`src/rtl/uart_tx_mmio_if.sv`:
```
`default_nettype none
// ---------------------------------------------------------------------------
// uart_tx_mmio_if : cpu write-port bundle feeding the memory-mapped UART TX.
// Revision 1.0
// ---------------------------------------------------------------------------
interface uart_tx_mmio_if;
  logic        wr_valid;
  logic [31:0] wr_addr;
  logic [31:0] wr_data;

  modport master (output wr_valid, output wr_addr, output wr_data);
  modport slave  (input  wr_valid, input  wr_addr, input  wr_data);
endinterface
`default_nettype wire

```
`src/rtl/uart_tx_mmio.sv`:
```
`default_nettype none
// ---------------------------------------------------------------------------
// uart_tx_mmio : cpu-mapped byte FIFO feeding an 8N1 serial transmitter.
// Revision 1.0
// ---------------------------------------------------------------------------
module uart_tx_mmio #(
  parameter logic [31:0] BASE_ADDR    = 32'h1000_0000,
  parameter int unsigned CLKS_PER_BIT = 868,
  parameter int unsigned FIFO_AW      = 4
) (
  input  wire logic         clk,
  input  wire logic         i_reset_n,
  uart_tx_mmio_if.slave     bus,
  output logic              o_tx,
  output logic              o_busy,
  output logic [FIFO_AW:0]  o_fifo_level,
  output logic              o_overflow
);

  localparam int unsigned                c_depth       = 2**FIFO_AW;
  localparam int unsigned                c_baud_w      = $clog2(CLKS_PER_BIT);
  localparam logic [c_baud_w-1:0]        c_baud_reload = c_baud_w'(CLKS_PER_BIT - 1);
  localparam logic [FIFO_AW:0]           c_full_count  = (FIFO_AW+1)'(c_depth);

  typedef enum logic [1:0] {
    IDLE  = 2'd0,
    START = 2'd1,
    DATA  = 2'd2,
    STOP  = 2'd3
  } state_t;

  state_t                state_q, state_d;
  logic [c_baud_w-1:0]   baud_q, baud_d;
  logic [2:0]            bit_idx_q, bit_idx_d;
  logic [7:0]            shift_q, shift_d;
  logic                  tx_q, tx_d;
  logic [FIFO_AW-1:0]    wr_ptr_q, wr_ptr_d;
  logic [FIFO_AW-1:0]    rd_ptr_q, rd_ptr_d;
  logic [FIFO_AW:0]      count_q, count_d;
  logic                  overflow_q, overflow_d;
  logic [7:0]            mem_q [c_depth];

  logic push_req, ctrl_clr, full, push, pop, bit_done, count_nz;
  logic unused_data_bits;

  assign unused_data_bits = ^bus.wr_data[31:8];

  assign push_req = bus.wr_valid && (bus.wr_addr == BASE_ADDR);
  assign ctrl_clr = bus.wr_valid && (bus.wr_addr == BASE_ADDR + 32'd4) && bus.wr_data[0];
  assign full     = (count_q == c_full_count);
  assign count_nz = (count_q != '0);
  assign bit_done = (baud_q == '0);
  // A pop in the same cycle frees a slot, so a push into a full FIFO still lands.
  assign push     = push_req && (!full || pop);

  always_comb begin
    state_d   = state_q;
    baud_d    = baud_q;
    bit_idx_d = bit_idx_q;
    shift_d   = shift_q;
    tx_d      = tx_q;
    pop       = 1'b0;
    unique case (state_q)
      IDLE: begin
        tx_d = 1'b1;
        if (count_nz) begin
          pop     = 1'b1;
          shift_d = mem_q[rd_ptr_q];
          tx_d    = 1'b0;
          baud_d  = c_baud_reload;
          state_d = START;
        end
      end
      START: begin
        if (bit_done) begin
          tx_d      = shift_q[0];
          bit_idx_d = '0;
          baud_d    = c_baud_reload;
          state_d   = DATA;
        end else begin
          baud_d = baud_q - c_baud_w'(1);
        end
      end
      DATA: begin
        if (bit_done) begin
          baud_d = c_baud_reload;
          if (bit_idx_q == 3'd7) begin
            tx_d    = 1'b1;
            state_d = STOP;
          end else begin
            bit_idx_d = bit_idx_q + 3'd1;
            shift_d   = shift_q >> 1;
            tx_d      = shift_q[1];
          end
        end else begin
          baud_d = baud_q - c_baud_w'(1);
        end
      end
      STOP: begin
        if (bit_done) begin
          // Chain straight into the next start bit so frames stay contiguous.
          if (count_nz) begin
            pop     = 1'b1;
            shift_d = mem_q[rd_ptr_q];
            tx_d    = 1'b0;
            baud_d  = c_baud_reload;
            state_d = START;
          end else begin
            baud_d  = '0;
            state_d = IDLE;
          end
        end else begin
          baud_d = baud_q - c_baud_w'(1);
        end
      end
      default: begin
        tx_d    = 1'b1;
        state_d = IDLE;
      end
    endcase
  end

  always_comb begin
    wr_ptr_d   = push ? wr_ptr_q + FIFO_AW'(1) : wr_ptr_q;
    rd_ptr_d   = pop  ? rd_ptr_q + FIFO_AW'(1) : rd_ptr_q;
    count_d    = count_q + (FIFO_AW+1)'(push) - (FIFO_AW+1)'(pop);
    overflow_d = overflow_q;
    if (push_req && full && !pop) begin
      overflow_d = 1'b1;
    end else if (ctrl_clr) begin
      overflow_d = 1'b0;
    end
  end

  always_ff @(posedge clk or negedge i_reset_n) begin
    if (!i_reset_n) begin
      state_q    <= IDLE;
      baud_q     <= '0;
      bit_idx_q  <= '0;
      shift_q    <= '0;
      tx_q       <= 1'b1;
      wr_ptr_q   <= '0;
      rd_ptr_q   <= '0;
      count_q    <= '0;
      overflow_q <= 1'b0;
    end else begin
      state_q    <= state_d;
      baud_q     <= baud_d;
      bit_idx_q  <= bit_idx_d;
      shift_q    <= shift_d;
      tx_q       <= tx_d;
      wr_ptr_q   <= wr_ptr_d;
      rd_ptr_q   <= rd_ptr_d;
      count_q    <= count_d;
      overflow_q <= overflow_d;
    end
  end

  always_ff @(posedge clk) begin
    if (push) begin
      mem_q[wr_ptr_q] <= bus.wr_data[7:0];
    end
  end

  assign o_tx         = tx_q;
  assign o_busy       = (state_q != IDLE) || count_nz;
  assign o_fifo_level = count_q;
  assign o_overflow   = overflow_q;

endmodule
`default_nettype wire

```
`src/flat_wrapper.sv`:
```
// flat-port wrapper written by rule: the top's interface ports become plain ports
module uart_tx_mmio_flat 
#(
  parameter logic [31:0] BASE_ADDR    = 32'h1000_0000,
  parameter int unsigned CLKS_PER_BIT = 868,
  parameter int unsigned FIFO_AW      = 4
)
  (clk, i_reset_n, o_tx, o_busy, o_fifo_level, o_overflow, bus_wr_valid, bus_wr_addr, bus_wr_data);
  uart_tx_mmio_if bus_i ();
  input  wire logic clk;
  input  wire logic i_reset_n;
  output logic o_tx;
  output logic o_busy;
  output logic [FIFO_AW:0] o_fifo_level;
  output logic o_overflow;
  input wire logic [$bits(bus_i.wr_valid)-1:0] bus_wr_valid;
  input wire logic [$bits(bus_i.wr_addr)-1:0] bus_wr_addr;
  input wire logic [$bits(bus_i.wr_data)-1:0] bus_wr_data;
  assign bus_i.wr_valid = bus_wr_valid;
  assign bus_i.wr_addr = bus_wr_addr;
  assign bus_i.wr_data = bus_wr_data;
  uart_tx_mmio #(.BASE_ADDR(BASE_ADDR), .CLKS_PER_BIT(CLKS_PER_BIT), .FIFO_AW(FIFO_AW)) u_core (.clk(clk), .i_reset_n(i_reset_n), .bus(bus_i), .o_tx(o_tx), .o_busy(o_busy), .o_fifo_level(o_fifo_level), .o_overflow(o_overflow));
endmodule
```
`config.mk`:
```
export PLATFORM = sky130hd
export DESIGN_NAME = uart_tx_mmio_flat
export DESIGN_NICKNAME = d
export VERILOG_FILES = /design/src/rtl/uart_tx_mmio_if.sv /design/src/rtl/uart_tx_mmio.sv /design/src/flat_wrapper.sv
export SDC_FILE = /design/constraint.sdc
export NUM_CORES = 1
export LEC_CHECK = 0
export ABC_AREA = 1
export BUFFER_PORTS_ARGS = -buffer_cell sky130_fd_sc_hd__buf_2
export CORE_MARGIN = 5
export CORE_UTILIZATION = 50
export CTS_CLUSTER_DIAMETER = 60
export CTS_CLUSTER_SIZE = 16
export DETAILED_ROUTE_END_ITERATION = 10
export HOLD_SLACK_MARGIN = 0.02
export PLACE_DENSITY = 0.72
export SYNTH_ARGS = -nofsm -noshare
export SYNTH_HDL_FRONTEND = slang
export SYNTH_SLANG_ARGS = --single-unit
```
`constraint.sdc`:
```
create_clock -name clk -period 2.5 [get_ports clk]
set_input_delay 0.125 -clock clk [delete_from_list [all_inputs] [get_ports clk]]
set_output_delay 0.125 -clock clk [all_outputs]
set_load 0.02 [all_outputs]
```
==> results of run 1 <==
## state kept, by name (all words and copies together), names as in the netlist
| register | cells |
|---|---|
| u_core.bit_idx_q | 3 |
| u_core.mem_q | 128 |
| u_core.shift_q | 8 |
| u_core.wr_ptr_q | 4 |
| u_core.rd_ptr_q | 4 |
| u_core.baud_q | 10 |
| u_core.o_tx | 1 |
| u_core.o_fifo_level | 5 |
| u_core.o_overflow | 1 |
| u_core.state_q | 2 |
## layout make-up
type	count	area, sq um	area share, %
flip-flops and latches	166	4800	52.6
multi-input cells	529	2650	29.0
repair buffers	93	613	6.72
clock buffers	17	425	4.66
well taps	188	235	2.58
clock inverters	15	208	2.28
inverters	52	195	2.14
## worst min-delay path: stages
cell and delay (ns):
buf_2 0.10, inv_1 0.04, nor2_1 0.05, nand3_1 0.07
nand2_1 0.05
## path summary, 6_finish.rpt
path | cells after the start | start | to | slack, ns
setup / recovery | 15 | u_core.o_fifo_level[3]$_DFF_PN0_ | u_core.o_fifo_level[4]$_DFF_PN0_ | 0.04
max in group asynchronous | 2 | i_reset_n | u_core.o_fifo_level[3]$_DFF_PN0_ | 1.54
min in group asynchronous | 2 | i_reset_n | u_core.bit_idx_q[2]$_DFFE_PN0P_ | 0.35
hold reg to reg | 2 | u_core.o_tx$_DFFE_PN1P_ | u_core.o_tx$_DFFE_PN1P_ | 0.47
hold / removal | 5 | bus_wr_valid | u_core.wr_ptr_q[3]$_DFFE_PN0P_ | 0.06
setup reg to reg | 15 | u_core.o_fifo_level[3]$_DFF_PN0_ | u_core.o_fifo_level[4]$_DFF_PN0_ | 0.04
## synth_stat cells, types with 4 or more instances
cell	instances
or2_2	8
nor2_1	137
nand2_1	187
buf_2	10
a21oi_1	9
edfxtp_1	128
o211ai_1	9
nand3_1	84
xor2_1	11
nand4_1	5
inv_1	50
o21ai_0	42
nand3_4	4
dfrtp_1	37
clkbuf_1	15
ha_1	19
## per-stage QoR
step / setup WS, ns / area, sq um / power [mW] / setup TNS (ns)
2_1_floorplan: 0.0314 / 7720 / 3.04 / 0
3_3_place_gp: 0.0918 / 8350 / 3.12 / 0
3_5_place_dp: -0.0313 / 8350 / 3.12 / -0.0313
4_1_cts: 0.00809 / 9010 / 5.89 / 0
5_1_grt: -0.155 / 9130 / 6.03 / -0.155
6_report: 0.0421 / 9130 / 5.86 / 0
## metal layers
metal / global-route usage [%] / wire length (microns) / vias to the layer above
met5: 0 / 0 / -
met4: 7.01 / 287 / 0
met3: 4.20 / 1330 / 20
met2: 32.0 / 8840 / 194
met1: 26.4 / 7100 / 2659
li1: - / - / 2763
## cells by family after synthesis
logic type	after synthesis
buf+inv	82
compound gates	63
xor+xnor	12
fa+ha+maj	20
flops	166
simple gates	434
## report_power, final
group / switching, mW / leakage, nW / internal (mW)
clock network: 1.18 / 0.311 / 1.62
logic: 0.0597 / 1.94 / 0.0284
registers: 0.0000116 / 1.60 / 2.97
total: 1.24 / 3.85 / 4.62
## timing repair
item,CTS,global route
setup endpoints to repair,1,1
pin swaps,0,11
endpoints found under the hold margin,37,0
hold buffers,1,0
resized for setup,3,17
buffers inserted,1,7
==> results by group, run 1 <==
Status
  • Status: complete, no violations

STA
  • Fin. Hold Viols: 0
  • Hold slack: about 0.064 ns
  • Max_slew headroom: between 40% and 50%
  • RSZ-0062 raised after global routing: yes
  • Clock Skew: about 0.014 ns
  • Min Tclk post-route: between 2 and 2.5 ns
  • F_max: between 0.4 and 0.5 GHz
  • Period Utilization, post-route: between 90% and 100%
  • Tightest Pin Transition: approximately 0.87 ns
  • Setup violations, final: 0
  • Slew Viols, Final: 0

Placed design
  • Dpl hpwl: approximately 11000 microns
  • Inst Count DP: between 1k and 1.5k
  • RePlAce Congestion: 0.800
  • I/O Buffers: 50

Critical path
  • Worst EP required: between 2 and 3 ns
  • Bufs and invs on worst path: 3
  • CP max-delay cell: dfrtp_2
  • Critical Path Fanout Max: 3
  • Critical-path cell list: inv_2 -> ha_4 -> nand3_4 -> nand2_2 -> inv_2 -> nand3_2 -> nand2_2 -> ha_4 -> inv_2 -> ha_4 -> fa_2 -> a21oi_2 -> nor2_1 -> nor2_1 -> xor2_1
  • CP delay by family, top: adder cells
  • CP arrival: 2.81 ns
  • Largest stage delay, worst path: about 0.41 ns
  • Critical path startpoint category: flip-flop
  • Crit Path Category: flip-flop to flip-flop
  • CP Capture Type: flip-flop

Yosys
  • Syn_nets: around 860
  • Post-synthesis mux area share: 0%
  • Post-Synth XOR/XNOR Area: about 1.4%
  • Area of the mapped netlist: approximately 7700 sq um
  • Synth area leader: edfxtp_1
  • Synth top area cells: edfxtp_1, dfrtp_1, nand2_1
  • Yosys top cell area share: about 50%
  • Synth Area per Inst: 9.92 sq um
  • FF+latch count, synth: 166
  • Main combinational cell family by area after synthesis: simple AND/OR/NAND/NOR gates
  • Async SR Flop Fraction: a little under a quarter
  • YS warnings: 0
  • Yosys cell types: 33
  • Synth Area in Simple Gates: 24.2%
  • Seq/Total Area, Yosys: between 60% and 70%
  • Main flop type after synthesis: edfxtp_1
  • Post-synthesis compound-gate area fraction: 4.45%
  • Post-synth EDFFs: 128
  • Mapped Cells: 777
  • Synthesized-area fraction occupied by adder cells: under 10%

Detailed routing
  • Routed length per instance: approximately 17 microns
  • ANT nets after route: 0
  • Routed vias/inst: around 5.3
  • Total Wirelength: 17600 microns
  • DR vias: about 5.6k
  • DRT Pass-1 Iters: 8
  • Initial DRC count: ~570
  • DRC: 0

Die
  • Initial core utilization: 50.9%
  • Die Ht: about 130 microns
  • Rows: 45
  • Chip width: 134 microns
  • Die area: about 18000 sq um
  • Ports: 75
  • Core Area: roughly 15000 sq um

Finish
  • Area Overhead vs Synth: 18.4%
  • Fill cells: 1174
  • Finished Layout Cells: 1060
  • Diodes inserted: 0
  • Commonest non-fill, non-tap cells in the layout: nand2_1, nor2_1, edfxtp_1, nand3_1, buf_2
  • Final core occ: between 60 and 70%
  • Commonest non-fill, non-tap cell in the layout: nand2_1
  • Layout cells sized above 1: a little under a fifth
  • Final nets: 946

Clocking
  • Clk slew on worst S/H paths: roughly 0.06 ns
  • CTS Sinks: approximately 170
  • CTS H-tree depth: 4
  • Bufs on Longest Clock Path: 2
  • Clock latency at the later pin of the worst-skew pair: roughly 0.43 ns
  • TritonCTS clock tree: yes
  • Num CTS Buffers: 17
  • Root buf cell: clkbuf_16

Worst hold path
  • Hold crit path type: input port to flip-flop

Job
  • Max cap viols: 0

GRT
  • GRT Total Usage: between 10% and 20%
  • Antenna violations before repair: 0
  • Largest net degree at the start of global routing: just over 80
  • First-pass GRT wire length: ~27000 microns
  • Vias in the first global route: about 5.4k
  • GRT overflow: 0

Pwr
  • Power per cell area: around 640 nW/um^2
  • Worst VDD drop: between 0.0006 and 0.0007 V
  • Leakage power: roughly 3.8 nW
Power figures use the tool's default switching activity.
==> inputs of run 2 (changes only) <==
--- a/config.mk
+++ b/config.mk
@@ -13,7 +13,7 @@
 export CTS_CLUSTER_SIZE = 16
 export DETAILED_ROUTE_END_ITERATION = 10
 export HOLD_SLACK_MARGIN = 0.02
-export PLACE_DENSITY = 0.72
+export PLACE_DENSITY = 0.7
 export SYNTH_ARGS = -nofsm -noshare
 export SYNTH_HDL_FRONTEND = slang
 export SYNTH_SLANG_ARGS = --single-unit
==> run 2 against run 1 <==
Clock skew is 0.0024 ns lower. Die area stayed put. Register-to-register slack improved by 0.02 ns. Cell area is 1.2% lower. Sequential share of layout area increased by 0.61 points. Count of clock-buffer cells in the layout did not move. Critical path depth did not move. Sequential cell count unchanged. Worst setup slack gained 0.023 ns. Critical endpoint unchanged. Largest cell class unchanged.
==> results by group, run 2 (synthesis gave the netlist of run 1 again) <==
Status
  • Status: complete, no violations

Clocking
  • Root buf cell: clkbuf_16
  • CTS Sinks: 166 (unchanged)
  • Clock latency at the later pin of the worst-skew pair: 0.43 ns (about the same)
  • Num CTS Buffers: 17 (unchanged)
  • CTS H-tree depth: 4 (unchanged)
  • Clk slew on worst S/H paths: 0.06 ns (about the same)
  • Bufs on Longest Clock Path: 2 (unchanged)
  • TritonCTS clock tree: yes

Pwr
  • Leakage power: 3.80 nW (-1.2%)
  • Worst VDD drop: 0.000569 V (-12%)
  • Power per cell area: 610 nW/um^2 (-5.1%)

Detailed routing
  • Routed vias/inst: 5.31 (-0.11%)
  • DRT Pass-1 Iters: 5 (-3)
  • Total Wirelength: 17000 microns (-3.0%)
  • ANT nets after route: 0 (unchanged)
  • Initial DRC count: 469 (-18%)
  • Routed length per instance: 16.0 microns (-3.3%)
  • DR vias: 5646 (+0.18%)
  • DRC: 0 (unchanged)

Finish
  • Area Overhead vs Synth: 17.0%
  • Fill cells: 1210 (+3.1%)
  • Number of flip-flops in the largest register: 128 (unchanged)
  • Most flop-heavy register: u_core.mem_q
  • Commonest non-fill, non-tap cells in the layout: nand2_1, nor2_1, edfxtp_1, nand3_1, buf_2
  • Final nets: 949 (+0.32%)
  • Layout cells sized above 1: 18.7% (+0.050 points)
  • Diodes inserted: 0 (unchanged)
  • Footprint of the multi-input gates: 2640 sq um (-0.47%)
  • Commonest non-fill, non-tap cell in the layout: nand2_1
  • Top flop regs: u_core.mem_q: 128 flops, u_core.baud_q: 10 flops, u_core.shift_q: 8 flops
  • Storage element area: 4800 sq um (about the same)

Die
  • Initial core utilization: 50.9% (unchanged)
  • Die area: 18000 sq um (unchanged)
  • Ports: 75 (unchanged)
  • Die Ht: 134 microns (unchanged)
  • Rows: 45 (unchanged)
  • Chip width: 134 microns (unchanged)
  • Core Area: 15100 sq um (unchanged)

GRT
  • Largest net degree at the start of global routing: 52 (-36%)
  • Vias in the first global route: 5618 (+4.8%)
  • GRT Total Usage: 19.7% (+0.024 points)
  • GRT overflow: 0 (unchanged)
  • First-pass GRT wire length: 27700 microns (+1.6%)
  • Antenna violations before repair: 0 (unchanged)

Placed design
  • I/O Buffers: 50 (unchanged)
  • Pre-CTS worst setup slack: 0.0452 ns (+0.0765 ns)
  • RePlAce Congestion: 0.853 (+6.6%)
  • Dpl hpwl: 11400 microns (+5.8%)

STA
  • Setup TNS: 0 ns (unchanged)
  • Max_slew headroom: 40.5% (-1.4 points)
  • Min Tclk post-route: 2.43 ns (-0.0232 ns)
  • Fin. Hold Viols: 0 (unchanged)
  • Tightest Pin Transition: 0.893 ns (+0.0204 ns)
  • Slew Viols, Final: 0 (unchanged)
  • Period Utilization, post-route: 97.4% (-0.93 points)
  • F_max: 0.411 GHz (+0.95%)
  • Setup ws final: 0.0654 ns (+0.0232 ns)
  • Clock Skew: 0.0116 ns (-0.00243 ns)
  • Setup violations, final: 0 (unchanged)

Job
  • Max cap viols: 0 (unchanged)

Critical path
  • CP arrival: 2.78 ns (-0.03 ns)
  • CP Capture Type: flip-flop
  • Crit Path Category: flip-flop to flip-flop
  • Critical path startpoint category: flip-flop
  • Worst EP required: 2.84 ns (about the same)
  • Critical Path Fanout Max: 3 (unchanged)

Worst hold path
  • Hold crit path type: input port to flip-flop
run 2: critical path, stage by stage (launching register included):
cell and delay, ns:
dfrtp_2 0.41, inv_2 0.09, ha_4 0.15, nand3_4 0.08, nand2_2 0.09, inv_2 0.05, nand3_2 0.07, nand2_2 0.06
ha_1 0.28, inv_1 0.05, ha_2 0.17, fa_2 0.35, a21oi_2 0.15, nor2_1 0.07, nor2_1 0.13, xor2_1 0.16
run 2: timing repair:
| item | 4_1_cts | 5_1_grt |
|---|---|---|
| pin swaps | 3 | 9 |
| buffers inserted | 5 | 4 |
| endpoints found under the setup margin | 1 | 1 |
| hold buffers | 1 | 0 |
| endpoints found under the hold margin | 37 | 0 |
| resized for setup | 1 | 16 |
run 2: layout make-up:
class                           count  share of cell area [%]
Clock buffer                       17                    4.72
Clock inverter                     15                    1.43
Inverter                           52                    2.16
Multi-Input combinational cell    529                    29.2
Sequential cell                   166                    53.2
Tap cell                          188                    2.61
Timing Repair Buffer               96                    6.63
run 2: final timing paths:
check	startpoint	to	slack, ns	cells after the start
max	u_core.o_fifo_level[2]$_DFF_PN0_	u_core.o_fifo_level[4]$_DFF_PN0_	0.07	15
min	bus_wr_valid	u_core.wr_ptr_q[3]$_DFFE_PN0P_	0.08	5
max reg2reg	u_core.o_fifo_level[2]$_DFF_PN0_	u_core.o_fifo_level[4]$_DFF_PN0_	0.07	15
min reg2reg	u_core.o_tx$_DFFE_PN1P_	u_core.o_tx$_DFFE_PN1P_	0.47	2
max in group asynchronous	i_reset_n	u_core.o_fifo_level[3]$_DFF_PN0_	1.52	2
min in group asynchronous	i_reset_n	u_core.baud_q[2]$_DFFE_PN0N_	0.37	2
run 2: routing by layer:
layer / vias up / global-route usage (%) / routed length (microns)
met4: 0 / 7.30 / 277
met2: 155 / 33.6 / 8880
met1: 2697 / 25.2 / 7130
met3: 27 / 3.79 / 742
li1: 2767 / - / -
met5: - / 0 / 0
run 2: stage by stage:
stage | hold WS [ns] | power [mW] | std cells | utilization [%] | instance area [sq um]
3_3_place_gp | 0.298 | 3.11 | 1021 | 55.0 | 8330
3_5_place_dp | 0.312 | 3.12 | 1021 | 55.0 | 8330
6_report | 0.0797 | 5.50 | 1063 | 59.6 | 9020
4_1_cts | 0.0700 | 5.55 | 1059 | 59.0 | 8930
2_1_floorplan | -0.171 | 3.04 | 777 | - | 7720
5_1_grt | 0.0857 | 5.67 | 1063 | 59.6 | 9020
run 2: report_power, final:
part / leakage, nW / switching, mW / internal (mW)
clock: 0.279 / 1.07 / 1.37
combinational: 1.93 / 0.0589 / 0.0286
sequential: 1.60 / 0.0000109 / 2.97
total: 3.80 / 1.12 / 4.38
==> inputs of run 3 (changes only) <==
--- a/config.mk
+++ b/config.mk
@@ -7,12 +7,11 @@
 export LEC_CHECK = 0
 export ABC_AREA = 1
 export BUFFER_PORTS_ARGS = -buffer_cell sky130_fd_sc_hd__buf_2
-export CORE_MARGIN = 5
+export CORE_MARGIN = 2
 export CORE_UTILIZATION = 50
-export CTS_CLUSTER_DIAMETER = 60
+export CTS_CLUSTER_DIAMETER = 100
 export CTS_CLUSTER_SIZE = 16
 export DETAILED_ROUTE_END_ITERATION = 10
-export HOLD_SLACK_MARGIN = 0.02
 export PLACE_DENSITY = 0.7
 export SYNTH_ARGS = -nofsm -noshare
 export SYNTH_HDL_FRONTEND = slang
==> run 3 against run 2 <==
Fmax grew 3.2%. Critical path type unchanged. Worst setup slack better by 0.076 ns. Clock skew barely moved. Highest routed layer unchanged. Via count is 1.9% lower. Die area fell by 8.7%. Cell area fell by 0.28%. Register-to-register slack improved by 0.08 ns. Critical path depth unchanged. Power is 2.0% lower. First-iteration DRC count fell by 6.0%. Core utilization decreased by 0.17 points. Clock power shrank 5%.
==> results by group, run 3 (synthesis gave the netlist of run 1 again) <==
Critical path
  • Bufs and invs on worst path: 3 (unchanged)
  • Critical-path cell list: inv_2 -> ha_4 -> nand3_4 -> nand2_2 -> inv_2 -> nand3_2 -> nand2_2 -> ha_4 -> inv_2 -> ha_4 -> fa_2 -> a21oi_2 -> nor2_1 -> nor2_1 -> xor2_1
  • Crit Path Category: flip-flop to flip-flop
  • CP max-delay cell: dfrtp_2
  • Critical Path Fanout Max: 3 (unchanged)
  • CP delay by family, top: adder cells
  • CP Capture Type: flip-flop
  • Critical path startpoint category: flip-flop
  • CP arrival: 2.70 ns (-0.08 ns)
  • Largest stage delay, worst path: 0.41 ns (about the same)
  • Worst EP required: 2.84 ns (about the same)

Die
  • Ports: 75 (unchanged)
  • Rows: 45 (unchanged)
  • Initial core utilization: 50.9% (unchanged)
  • Chip width: 128 microns (-4.5%)
  • Core Area: 15100 sq um (unchanged)
  • Die Ht: 128 microns (-4.5%)
  • Die area: 16400 sq um (-8.7%)

Detailed routing
  • Total Wirelength: 16400 microns (-3.6%)
  • Initial DRC count: 441 (-6.0%)
  • DRC: 0 (unchanged)
  • Routed length per instance: 15.5 microns (-3.0%)
  • DR vias: 5540 (-1.9%)
  • Routed vias/inst: 5.24 (-1.3%)
  • DRT Pass-1 Iters: 5 (unchanged)
  • ANT nets after route: 0 (unchanged)

STA
  • Fin. Hold Viols: 0 (unchanged)
  • Setup ws final: 0.141 ns (+0.0761 ns)
  • Slew Viols, Final: 0 (unchanged)
  • Clock Skew: 0.0111 ns (-0.000480 ns)
  • Max_slew headroom: 37.5% (-2.9 points)
  • RSZ-0062 raised after global routing: yes
  • Min Tclk post-route: 2.36 ns (-0.0761 ns)
  • Period Utilization, post-route: 94.3% (-3.0 points)
  • Tightest Pin Transition: 0.937 ns (+0.0440 ns)
  • F_max: 0.424 GHz (+3.2%)
  • Setup TNS: 0 ns (unchanged)
  • Setup violations, final: 0 (unchanged)

Placed design
  • Pre-CTS worst setup slack: -0.0335 ns (-0.0786 ns)
  • I/O Buffers: 50 (unchanged)
  • Dpl hpwl: 10900 microns (-4.3%)
  • RePlAce Congestion: 0.850 (-0.41%)

GRT
  • Largest net degree at the start of global routing: 66 (+27%)
  • Vias in the first global route: 5418 (-3.6%)
  • First-pass GRT wire length: 26600 microns (-3.9%)
  • GRT overflow: 0 (unchanged)
  • Antenna violations before repair: 0 (unchanged)
  • GRT Total Usage: 21.3% (+1.5 points)

Finish
  • Commonest non-fill, non-tap cell in the layout: nand2_1
  • Fill cells: 1219 (+0.74%)
  • Final nets: 944 (-0.53%)
  • Top flop regs: u_core.mem_q: 128 flops, u_core.baud_q: 10 flops, u_core.shift_q: 8 flops
  • Area Overhead vs Synth: 16.7%
  • Commonest non-fill, non-tap cells in the layout: nand2_1, nor2_1, edfxtp_1, nand3_1, buf_2
  • Diodes inserted: 0 (unchanged)
  • Number of flip-flops in the largest register: 128 (unchanged)
  • Layout cells sized above 1: 18.1% (-0.68 points)
  • Most flop-heavy register: u_core.mem_q

Pwr
  • Leakage power: 3.77 nW (-0.79%)
  • Power per cell area: 599 nW/um^2 (-1.7%)
  • Worst VDD drop: 0.000534 V (-6.1%)

Clocking
  • Clock latency at the later pin of the worst-skew pair: 0.42 ns (about the same)
  • Root buf cell: clkbuf_16
  • TritonCTS clock tree: yes
  • Bufs on Longest Clock Path: 2 (unchanged)
  • Clk slew on worst S/H paths: 0.06 ns (about the same)
  • CTS Sinks: 166 (unchanged)
  • Num CTS Buffers: 17 (unchanged)
  • CTS H-tree depth: 4 (unchanged)

Worst hold path
  • Hold crit path type: input port to flip-flop

Job
  • Max cap viols: 0 (unchanged)

Status
  • Status: complete, no violations
-- run 3: changes by cell type in the layout (fill, tap and decap cells not counted), moves of 2 or more --
| cell | previous run | this run |
|---|---|---|
| buf_4 | 45 | 38 |
| clkinv_2 | 6 | 2 |
| clkinv_1 | 2 | 5 |
| buf_12 | 0 | 2 |
| clkinvlp_4 | 0 | 2 |
| ha_4 | 2 | 4 |
-- run 3: stage by stage --
stage	std cells	util [%]	instance area, sq um	power [mW]	hold slack, ns
final	1057	59.4	8990	5.39	0.0790
after detailed placement	1020	55.1	8350	3.12	0.317
after floorplan	777	-	7720	3.04	-0.171
after global routing	1057	59.4	8990	5.56	0.0849
after CTS	1053	58.8	8900	5.43	0.0719
after global placement	1020	55.1	8350	3.11	0.290
-- run 3: tightest hold or removal path: stages --
cell and delay (ns):
buf_2 0.11, inv_1 0.04, nor2_1 0.06, nand3_1 0.08
nand2_1 0.05
-- run 3: layout make-up --
cell class              count  area [sq um]  share of cell area (%)
well taps                 188           235                    2.62
multi-input cells         529          2650                    29.5
repair buffers             91           586                    6.51
flip-flops and latches    166          4800                    53.4
inverters                  52           195                    2.17
clock inverters            14           100                    1.11
clock buffers              17           425                    4.73
-- run 3: path summary, 6_finish.rpt --
| path | to | start | slack [ns] | cells after the start |
|---|---|---|---|---|
| min in group asynchronous | u_core.bit_idx_q[2]$_DFFE_PN0P_ | i_reset_n | 0.39 | 2 |
| worst max register to register | u_core.o_fifo_level[4]$_DFF_PN0_ | u_core.o_fifo_level[2]$_DFF_PN0_ | 0.14 | 15 |
| worst min-delay path | u_core.wr_ptr_q[2]$_DFFE_PN0P_ | bus_wr_valid | 0.08 | 5 |
| worst max-delay path | u_core.o_fifo_level[4]$_DFF_PN0_ | u_core.o_fifo_level[2]$_DFF_PN0_ | 0.14 | 15 |
| worst min register to register | u_core.o_tx$_DFFE_PN1P_ | u_core.o_tx$_DFFE_PN1P_ | 0.47 | 2 |
| max in group asynchronous | u_core.o_fifo_level[3]$_DFF_PN0_ | i_reset_n | 1.47 | 2 |
-- run 3: timing repair --
action	CTS	global route
hold endpoints to repair	37	0
hold buffers	1	0
setup buffers	1	4
endpoints found under the setup margin	1	1
gates resized for setup	3	15
gates cloned	0	0
pin swaps	1	9
-- run 3: report_power, final --
part	internal, mW	switching (mW)	leakage (nW)
clock	1.27	1.06	0.254
combinational	0.0285	0.0585	1.92
sequential	2.97	0.0000114	1.60
total	4.27	1.12	3.77
-- run 3: per-layer routing --
metal  up-vias  track usage, %  wire [microns]
met5         -               0               0
met3        21            3.84             722
li1       2754               -               -
met1      2642            27.2            7110
met4         0            8.08             282
met2       123            36.3            8310
